===== config.mk =====
export PLATFORM = sky130hd
export DESIGN_NAME = gray_stream_decoder_flat
export DESIGN_NICKNAME = d
export VERILOG_FILES = /design/src/rtl/gray_stream_decoder_if.sv /design/src/rtl/gray_stream_decoder.sv /design/src/flat_wrapper.sv
export SDC_FILE = /design/constraint.sdc
export NUM_CORES = 1
export LEC_CHECK = 0
export ABC_CLOCK_PERIOD_IN_PS = 2720
export CORE_MARGIN = 2
export CORE_UTILIZATION = 35
export CTS_BUF_LIST = sky130_fd_sc_hd__clkbuf_8
export CTS_CLUSTER_SIZE = 24
export DETAILED_ROUTE_END_ITERATION = 10
export PLACE_DENSITY_LB_ADDON = 0.2
export SYNTH_ARGS = -nofsm -noshare
export SYNTH_HDL_FRONTEND = slang
export SYNTH_SLANG_ARGS = --single-unit

===== constraint.sdc =====
create_clock -name clk -period 2.72 [get_ports clk]
set_input_delay 0.544 -clock clk [delete_from_list [all_inputs] [get_ports clk]]
set_output_delay 0.544 -clock clk [all_outputs]
set_load 0.1 [all_outputs]

===== src/rtl/gray_stream_decoder_if.sv =====
// Purpose: handshake and result bundle between a Gray-code source/sink and gray_stream_decoder.
// Latency: none; this is wiring only.
// Backpressure: carries in_valid/in_ready and out_valid/out_ready; the slave computes in_ready.
interface gray_stream_decoder_if #(
  parameter int WIDTH = 4,
  parameter int ERR_W = 8
);
  logic             resync;
  logic             in_valid;
  logic             in_ready;
  logic [WIDTH-1:0] gray_in;
  logic             out_valid;
  logic             out_ready;
  logic [WIDTH-1:0] binary_out;
  logic             dir_out;
  logic             step_err;
  logic [ERR_W-1:0] err_count;
  logic             fault;

  // Environment side: produces samples, consumes results.
  modport master (
    output resync, in_valid, gray_in, out_ready,
    input  in_ready, out_valid, binary_out, dir_out, step_err, err_count, fault
  );

  // Decoder side.
  modport slave (
    input  resync, in_valid, gray_in, out_ready,
    output in_ready, out_valid, binary_out, dir_out, step_err, err_count, fault
  );
endinterface


===== src/rtl/gray_stream_decoder.sv =====
// Purpose: Gray-to-binary stream decoder with +/-1 step checking, direction tracking and fault FSM.
// Latency: 1 cycle from accept to out_valid/binary_out.
// Backpressure: single output register; in_ready = !out_valid || out_ready, result held while stalled.
module gray_stream_decoder #(
  parameter int WIDTH = 4,
  parameter int ERR_W = 8
) (
  input  logic              clk,
  input  logic              rst_n,
  gray_stream_decoder_if.slave bus
);

  typedef enum logic [1:0] {
    S_IDLE  = 2'd0,
    S_TRACK = 2'd1,
    S_FAULT = 2'd2
  } state_t;

  localparam logic [WIDTH-1:0] BIN_ONE = {{(WIDTH-1){1'b0}}, 1'b1};
  localparam logic [ERR_W-1:0] ERR_ONE = {{(ERR_W-1){1'b0}}, 1'b1};
  localparam logic [ERR_W-1:0] ERR_MAX = {ERR_W{1'b1}};
  // Non-error accepts needed in S_FAULT before trusting the stream again.
  localparam logic [1:0]       GOOD_RUN_LAST = 2'd3;

  state_t           state_q;
  state_t           state_d;
  logic [WIDTH-1:0] prev_bin_q;
  logic [1:0]       consec_err_q;
  logic [1:0]       good_run_q;

  logic             out_valid_q;
  logic [WIDTH-1:0] binary_q;
  logic             dir_q;
  logic             step_err_q;
  logic [ERR_W-1:0] err_count_q;

  logic [WIDTH-1:0] bin_c;
  logic [WIDTH-1:0] prev_inc;
  logic [WIDTH-1:0] prev_dec;
  logic             step_rep;
  logic             step_up;
  logic             step_dn;
  logic             step_bad;
  logic             in_ready_c;
  logic             accept;
  logic             classify;
  logic             err_hit;
  logic             good_hit;

  // Gray to binary: each binary bit is the XOR of all Gray bits at and above it.
  always_comb begin
    bin_c = '0;
    for (int i = 0; i < WIDTH; i++) begin
      bin_c[i] = ^(bus.gray_in >> i);
    end
  end

  // Step classification against the stored reference, modulo 2^WIDTH so wrap is a legal step.
  assign prev_inc = prev_bin_q + BIN_ONE;
  assign prev_dec = prev_bin_q - BIN_ONE;
  assign step_rep = (bin_c == prev_bin_q);
  assign step_up  = (bin_c == prev_inc);
  assign step_dn  = (bin_c == prev_dec);
  assign step_bad = !(step_rep || step_up || step_dn);

  assign in_ready_c = !out_valid_q || bus.out_ready;
  assign accept     = bus.in_valid && in_ready_c;
  // A sample arriving with resync, or with no reference yet, only seeds prev_bin.
  assign classify   = (state_q != S_IDLE) && !bus.resync;
  assign err_hit    = accept && classify && step_bad;
  assign good_hit   = accept && classify && !step_bad;

  // FSM state register.
  always_ff @(posedge clk) begin
    if (!rst_n) begin
      state_q <= S_IDLE;
    end else begin
      state_q <= state_d;
    end
  end

  // FSM next-state: resync wins over any accept-driven transition.
  always_comb begin
    state_d = state_q;
    if (bus.resync) begin
      state_d = S_IDLE;
    end else if (accept) begin
      case (state_q)
        S_IDLE:  state_d = S_TRACK;
        S_TRACK: if (step_bad && (consec_err_q != 2'd0)) state_d = S_FAULT;
        S_FAULT: if (!step_bad && (good_run_q == GOOD_RUN_LAST)) state_d = S_TRACK;
        default: state_d = S_IDLE;
      endcase
    end
  end

  // FSM outputs and handshake/result drive onto the bus.
  always_comb begin
    bus.fault      = (state_q == S_FAULT);
    bus.in_ready   = in_ready_c;
    bus.out_valid  = out_valid_q;
    bus.binary_out = binary_q;
    bus.dir_out    = dir_q;
    bus.step_err   = step_err_q;
    bus.err_count  = err_count_q;
  end

  // Consecutive-error and good-run counters feeding the fault entry/exit decisions.
  always_ff @(posedge clk) begin
    if (!rst_n) begin
      consec_err_q <= 2'd0;
      good_run_q   <= 2'd0;
    end else if (bus.resync) begin
      consec_err_q <= 2'd0;
      good_run_q   <= 2'd0;
    end else if (err_hit) begin
      if (consec_err_q != 2'd3) begin
        consec_err_q <= consec_err_q + 2'd1;
      end
      good_run_q <= 2'd0;
    end else if (good_hit) begin
      consec_err_q <= 2'd0;
      if ((state_q == S_FAULT) && (good_run_q != GOOD_RUN_LAST)) begin
        good_run_q <= good_run_q + 2'd1;
      end else begin
        good_run_q <= 2'd0;
      end
    end
  end

  // Reference code: every accepted sample becomes the new reference, errors included.
  always_ff @(posedge clk) begin
    if (!rst_n) begin
      prev_bin_q <= '0;
    end else if (accept) begin
      prev_bin_q <= bin_c;
    end
  end

  // Output register: load on accept, drop valid on consume, otherwise hold everything.
  always_ff @(posedge clk) begin
    if (!rst_n) begin
      out_valid_q <= 1'b0;
      binary_q    <= '0;
      dir_q       <= 1'b1;
      step_err_q  <= 1'b0;
    end else if (accept) begin
      out_valid_q <= 1'b1;
      binary_q    <= bin_c;
      step_err_q  <= classify && step_bad;
      if (classify && step_up) begin
        dir_q <= 1'b1;
      end else if (classify && step_dn) begin
        dir_q <= 1'b0;
      end
    end else if (bus.out_ready) begin
      out_valid_q <= 1'b0;
    end
  end

  // Saturating step-error counter; only reset clears it.
  always_ff @(posedge clk) begin
    if (!rst_n) begin
      err_count_q <= '0;
    end else if (err_hit && (err_count_q != ERR_MAX)) begin
      err_count_q <= err_count_q + ERR_ONE;
    end
  end

endmodule


===== src/flat_wrapper.sv =====
// flat-port wrapper written by rule: the top's interface ports become plain ports
module gray_stream_decoder_flat 
#(
  parameter int WIDTH = 4,
  parameter int ERR_W = 8
)
  (clk, rst_n, bus_resync, bus_in_valid, bus_gray_in, bus_out_ready, bus_in_ready, bus_out_valid, bus_binary_out, bus_dir_out, bus_step_err, bus_err_count, bus_fault);
  gray_stream_decoder_if #(.WIDTH(WIDTH), .ERR_W(ERR_W)) bus_i ();
  input  logic clk;
  input  logic rst_n;
  input wire logic [$bits(bus_i.resync)-1:0] bus_resync;
  input wire logic [$bits(bus_i.in_valid)-1:0] bus_in_valid;
  input wire logic [$bits(bus_i.gray_in)-1:0] bus_gray_in;
  input wire logic [$bits(bus_i.out_ready)-1:0] bus_out_ready;
  output wire logic [$bits(bus_i.in_ready)-1:0] bus_in_ready;
  output wire logic [$bits(bus_i.out_valid)-1:0] bus_out_valid;
  output wire logic [$bits(bus_i.binary_out)-1:0] bus_binary_out;
  output wire logic [$bits(bus_i.dir_out)-1:0] bus_dir_out;
  output wire logic [$bits(bus_i.step_err)-1:0] bus_step_err;
  output wire logic [$bits(bus_i.err_count)-1:0] bus_err_count;
  output wire logic [$bits(bus_i.fault)-1:0] bus_fault;
  assign bus_i.resync = bus_resync;
  assign bus_i.in_valid = bus_in_valid;
  assign bus_i.gray_in = bus_gray_in;
  assign bus_i.out_ready = bus_out_ready;
  assign bus_in_ready = bus_i.in_ready;
  assign bus_out_valid = bus_i.out_valid;
  assign bus_binary_out = bus_i.binary_out;
  assign bus_dir_out = bus_i.dir_out;
  assign bus_step_err = bus_i.step_err;
  assign bus_err_count = bus_i.err_count;
  assign bus_fault = bus_i.fault;
  gray_stream_decoder #(.WIDTH(WIDTH), .ERR_W(ERR_W)) u_core (.clk(clk), .rst_n(rst_n), .bus(bus_i));
endmodule

* Yosys cells after proc, flatten, opt, wreduce, memory -nomap -nowiden
Cells that the tools add are included.
Storage, ports and cells: word-level logic and storage cells 70, output and inout port bits 17, register bits 21, input port bits 9
Operators by class: reductions and logical operators 33, add/subtract/negate cells 5, equal/unequal tests 12, muxes and demuxes 11, bitwise gates (word level) 1
Operators with widths (number):
- $reduce_xor A4 Y1 | 4
- $eq A4 B4 Y1 | 3
- $logic_and A1 B1 Y1 | 12
- $mux W2 | 6
- $reduce_bool A2 Y1 | 5
- $add A8 B1 Y8 const B | 1
- $ne A8 B8 Y1 const B | 1
- $ne A2 B2 Y1 const B | 3
- $pmux W2 S3 | 1
- $add A2 B1 Y2 const B | 2
- $add A4 B1 Y4 const B | 1
- $eq A2 B2 Y1 const B | 2
- $mux W1 | 4
- $ne A2 B1 Y1 const B | 2
- $reduce_and A2 Y1 | 2
- $sub A4 B1 Y4 const B | 1
- $logic_not A1 Y1 | 3
- $logic_or A1 B1 Y1 | 3
- $reduce_and A3 Y1 | 1
- $reduce_or A3 Y1 | 1
- $eq A2 B1 Y1 const B | 1
- $logic_not A2 Y1 | 1
- $reduce_or A2 Y1 | 1
- $not A1 Y1 | 1

* Logic depth before layout (Yosys ltp)
word-level depth 8, gate-level depth with buffers 9, mapped depth without buffers 8

* Least setup slack after synthesis
Ideal clock, no wire load.
path kind reg2reg, start reg u_core.out_valid_q, in the netlist u_core.bus.out_valid, end reg u_core.err_count_q[7], in the netlist u_core.bus.err_count[7], data arrival time 2.978 ns, library setup time 0.072 ns, cell stages (with the launch flop) 7, period minus slack after synthesis 3.050 ns, buffers on the path 0, slack -0.330 ns, data required time 2.648 ns, cell sequence dfxtp_1 nand2b_1 o2111ai_1 a41oi_1 inv_1 nor4_1 mux2i_1
Between the ends: longest elaborated chain between the ends 6
Ends and longest elaborated chain:
- start, declared | RTL line gray_stream_decoder.sv:31 | logic out_valid_q;
- start signal, assigned | RTL line gray_stream_decoder.sv:143 | out_valid_q <= 1'b0;
- start signal, assigned | RTL line gray_stream_decoder.sv:148 | out_valid_q <= 1'b1;
- start signal, assigned | RTL line gray_stream_decoder.sv:157 | out_valid_q <= 1'b0;
- $logic_not A1 Y1 | RTL line gray_stream_decoder.sv:66 | assign in_ready_c = !out_valid_q || bus.out_ready;
- $logic_or A1 B1 Y1 | RTL line gray_stream_decoder.sv:66
- named net bus_in_ready | RTL line flat_wrapper.sv:15 | output wire logic [$bits(bus_i.in_ready)-1:0] bus_in_ready;
- $logic_and A1 B1 Y1 | RTL line gray_stream_decoder.sv:67 | assign accept = bus.in_valid && in_ready_c;
- $logic_and A1 B1 Y1 (2 in series) | RTL line gray_stream_decoder.sv:70 | assign err_hit = accept && classify && step_bad;
- $logic_and A1 B1 Y1 | RTL line gray_stream_decoder.sv:165 | end else if (err_hit && (err_count_q != ERR_MAX)) begin
- end signal, assigned | RTL line gray_stream_decoder.sv:166 | err_count_q <= err_count_q + ERR_ONE;
- end, declared | RTL line gray_stream_decoder.sv:35 | logic [ERR_W-1:0] err_count_q;
The timed path passes the listed nets, and every way through them passes these cells. A chain may end at the register's enable or synchronous reset.

* Final worst setup path
start in bus_gray_in[3], end reg u_core.err_count_q[7], in the netlist u_core.bus.err_count[7]
Between the ends: longest elaborated chain between the ends 7, elaborated cells between the ends (all ways) 12, classes of those cells eq/ne: 3; reduce/logical: 9
Ends and longest elaborated chain:
- start, declared | RTL line flat_wrapper.sv:13 | input wire logic [$bits(bus_i.gray_in)-1:0] bus_gray_in;
- $reduce_xor A4 Y1 | RTL line gray_stream_decoder.sv:54 | bin_c[i] = ^(bus.gray_in >> i);
- $eq A4 B4 Y1, on equally long branches | RTL line gray_stream_decoder.sv:61, gray_stream_decoder.sv:62
- $logic_or A1 B1 Y1 | RTL line gray_stream_decoder.sv:64 | assign step_bad = !(step_rep || step_up || step_dn);
- $logic_or A1 B1 Y1 * | RTL line gray_stream_decoder.sv:64
- $logic_not A1 Y1 * | RTL line gray_stream_decoder.sv:64
- $logic_and A1 B1 Y1 * | RTL line gray_stream_decoder.sv:70
- $logic_and A1 B1 Y1 * | RTL line gray_stream_decoder.sv:165
Mark *: on every way between the ends. The rest lies on a longest branch, timed or not.

==> results.toml <==
[power_and_ir_drop]
p_clk_frac = 0.261
power_density_mw_per_mm2 = 441
leakage_nw = 0.702
p_comb_frac = 0.310
p_sw_uw = 256
ir_drop_mv = 0.168
swShare = 0.335
p_total_uw = 765
internal-power_uw = 508
seqPwrFrac = 0.429

[timing]
worst_pin_slew_ns = 0.382
fin_setup_tns_ns = 0
hold_viol_final = 0
period_minus_slack_ns = 2.53
slew_headroom = 0.745
rsz0062_at_grt = "false"
max_freq_ghz = 0.396
clock_skew_ns = 0.00277
post-route-period-util = 0.929
finalMaxSlewViolations = 0
finalSetupViolCount = 0

[route]
ant_nets = 0
drtIter0Drc = 89
route.detailed.drc = 0
via_per_inst = 5.00
via_count = 1244
wl_um = 3090
wl_per_cell_um = 12.4
first_pass_iters = 4

[grt]
track_usage = 0.160
grt.overflow.total = 0
grt_max_degree = 15
antenna_found_initial = 0
grt_pass1_vias = 1231
grt_pass1_wl_um = 5490

[clock_tree]
clk_pin_slew_ns = 0.08
cts_num_sinks = 21
htreeDepth = 1
cts_buffer_depth = 2
hold_buffers = 0
cts_tree = "done"
root_buffer = "clkbuf_8"
post_cts_buffers = 0
ctsResizeCount = 0
worstSkewPairLatency_ns = 0.25
cts-buffers-inserted = 3

[setup_path]
endpoint_kind = "register"
cp_data_required_time_ns = 2.90
critPathMaxFanout = 6
cp-start-kind = "input port"
arrival_ns = 2.71
worstSetupPathType = "in -> reg"

[cells_and_area]
fin_cells = 249
n_antenna_cell = 0
layout_common_cells = "buf_4 (27), nand2_1 (23), dfxtp_1 (21)"
drive_above_1_share = 0.189
area_delta_synth_final_pct = 28.4
fin_nets = 217
final_common_cell = "buf_4"
final_util = 0.469

[synthesis]
syn-num-nets = 182
syn_avg_cell_area_sq_um = 8.08
yosys_warnings = 0
ys_seq_area_frac = 0.312
netlist_instances = 167
ys_ff_latch = 21
yosysUniqueCellTypes = 38
syn_area_sq_mm = 0.00135

[floorplanning]
die_area_sq_mm = 0.00437
die_h_um = 66.1
rows = 22
initial_utilization = 0.366
core_area_sq_mm = 0.00369
io_pins = 26
die_w_um = 66.1

[placement]
port_buffers = 25
dp_cells = 245
gp_congestion = 0.773
hpwl_um = 2400

[job]
max-cap-violations = 0

[hold_path]
hold_class = "reg -> reg"

[run_status]
status = "finished clean"
-- cell usage after synthesis --
master,instances,area (sq um)
dfxtp_1,21,420
and2_1,2,12.5
buf_2,1,5.00
nand2_1,23,86.3
nand4bb_1,1,11.3
a221oi_1,1,8.76
or3_1,1,6.26
xnor3_2,1,23.8
a41oi_1,1,8.76
nor4_1,2,12.5
o211ai_1,1,7.51
mux2i_1,10,100
nor2_2,1,6.26
o21ai_0,5,25.0
nand4_1,2,12.5
o211ai_2,1,12.5
a211oi_1,1,7.51
xor2_1,6,52.6
nand3b_1,1,7.51
nand3_1,7,35.0
and3_4,1,11.3
clkbuf_1,4,15.0
nand2b_1,8,50.1
nor3_2,1,10.0
nand4_2,1,12.5
buf_4,1,7.51
nor2_1,10,37.5
nand4b_1,3,26.3
nor3_1,6,30.0
a21boi_0,2,15.0
xnor2_1,6,52.6
ha_1,6,75.1
or4_1,1,7.51
inv_1,13,48.8
a21o_1,3,22.5
o2111ai_1,1,8.76
nor2b_1,1,6.26
a21oi_1,10,50.1
-- registers in the layout, indices dropped and copies added, names as in the netlist --
name,count
u_core.consec_err_q,2
u_core.bus.step_err,1
u_core.good_run_q,2
u_core.bus.err_count,8
u_core.bus.dir_out,1
u_core.bus.binary_out,4
u_core.bus.out_valid,1
u_core.state_q,2
-- cell families (layout without fill, tap and decap cells) --
group / Yosys count / in the layout / synth area share
AOI/OAI and AO/OA: 26 / 26 / 0.123
xor gates and xnor gates: 13 / 13 / 0.0955
adders and majority gates: 6 / 6 / 0.0557
buffers and inverters: 19 / 53 / 0.0566
DFF: 21 / 21 / 0.312
muxes: 10 / 10 / 0.0742
and+or+nand+nor: 72 / 72 / 0.283
-- worst paths after layout --
kind,start,to,slack (ns),depth (start not counted)
worst min register to register,u_core.good_run_q[1]$_SDFFE_PP0P_,u_core.good_run_q[1]$_SDFFE_PP0P_,0.47,2
worst max register to register,u_core.bus.binary_out[0]$_SDFFE_PN0P_,u_core.bus.err_count[7]$_SDFFE_PN0P_,0.59,7
worst max-delay path,bus_gray_in[3],u_core.bus.err_count[7]$_SDFFE_PN0P_,0.19,7
worst min-delay path,u_core.good_run_q[1]$_SDFFE_PP0P_,u_core.good_run_q[1]$_SDFFE_PP0P_,0.47,2
-- stage by stage --
stage / worst slack (ns) / instance area (sq um) / hold slack (ns)
floorplan: 0.126 / 1350 / 0.440
global placement: 0.0241 / 1690 / 0.453
detailed placement: -0.110 / 1690 / 0.457
CTS: 0.160 / 1730 / 0.468
global route: 0.0227 / 1730 / 0.503
finish: 0.193 / 1730 / 0.468
-- worst max-delay path, stage by stage --
cell             delay [ns]
clkdlybuf4s50_1        0.49
xnor3_2                0.46
and3_4                 0.20
o211ai_2               0.17
nand4_2                0.20
nor4_1                 0.39
mux2i_1                0.24
-- layout make-up --
type,count,area [sq um]
Tap cell,48,60.1
Multi-Input combinational cell,127,855
Clock buffer,3,41.3
Clock inverter,1,3.75
Sequential cell,21,420
Fill cell,383,1960
Inverter,13,48.8
Timing Repair Buffer,36,303
-- routing by layer --
metal | share of wire | vias to the layer above | GRT usage
li1 | - | 643 | -
met1 | 0.48 | 577 | 0.208
met2 | 0.47 | 22 | 0.270
met3 | 0.044 | 2 | 0.0273
met4 | 0.0074 | 0 | 0.0485
met5 | 0 | - | 0
-- power groups by stage --
stage | clock network, mW | registers, mW | logic (mW)
3_3_place_gp | 0 | 0.334 | 0.234
3_5_place_dp | 0 | 0.335 | 0.237
6_report | 0.200 | 0.328 | 0.237
2_1_floorplan | 0 | 0.377 | 0.122
5_1_grt | 0.220 | 0.330 | 0.259
4_1_cts | 0.205 | 0.328 | 0.238
Power figures use the tool's default switching activity.
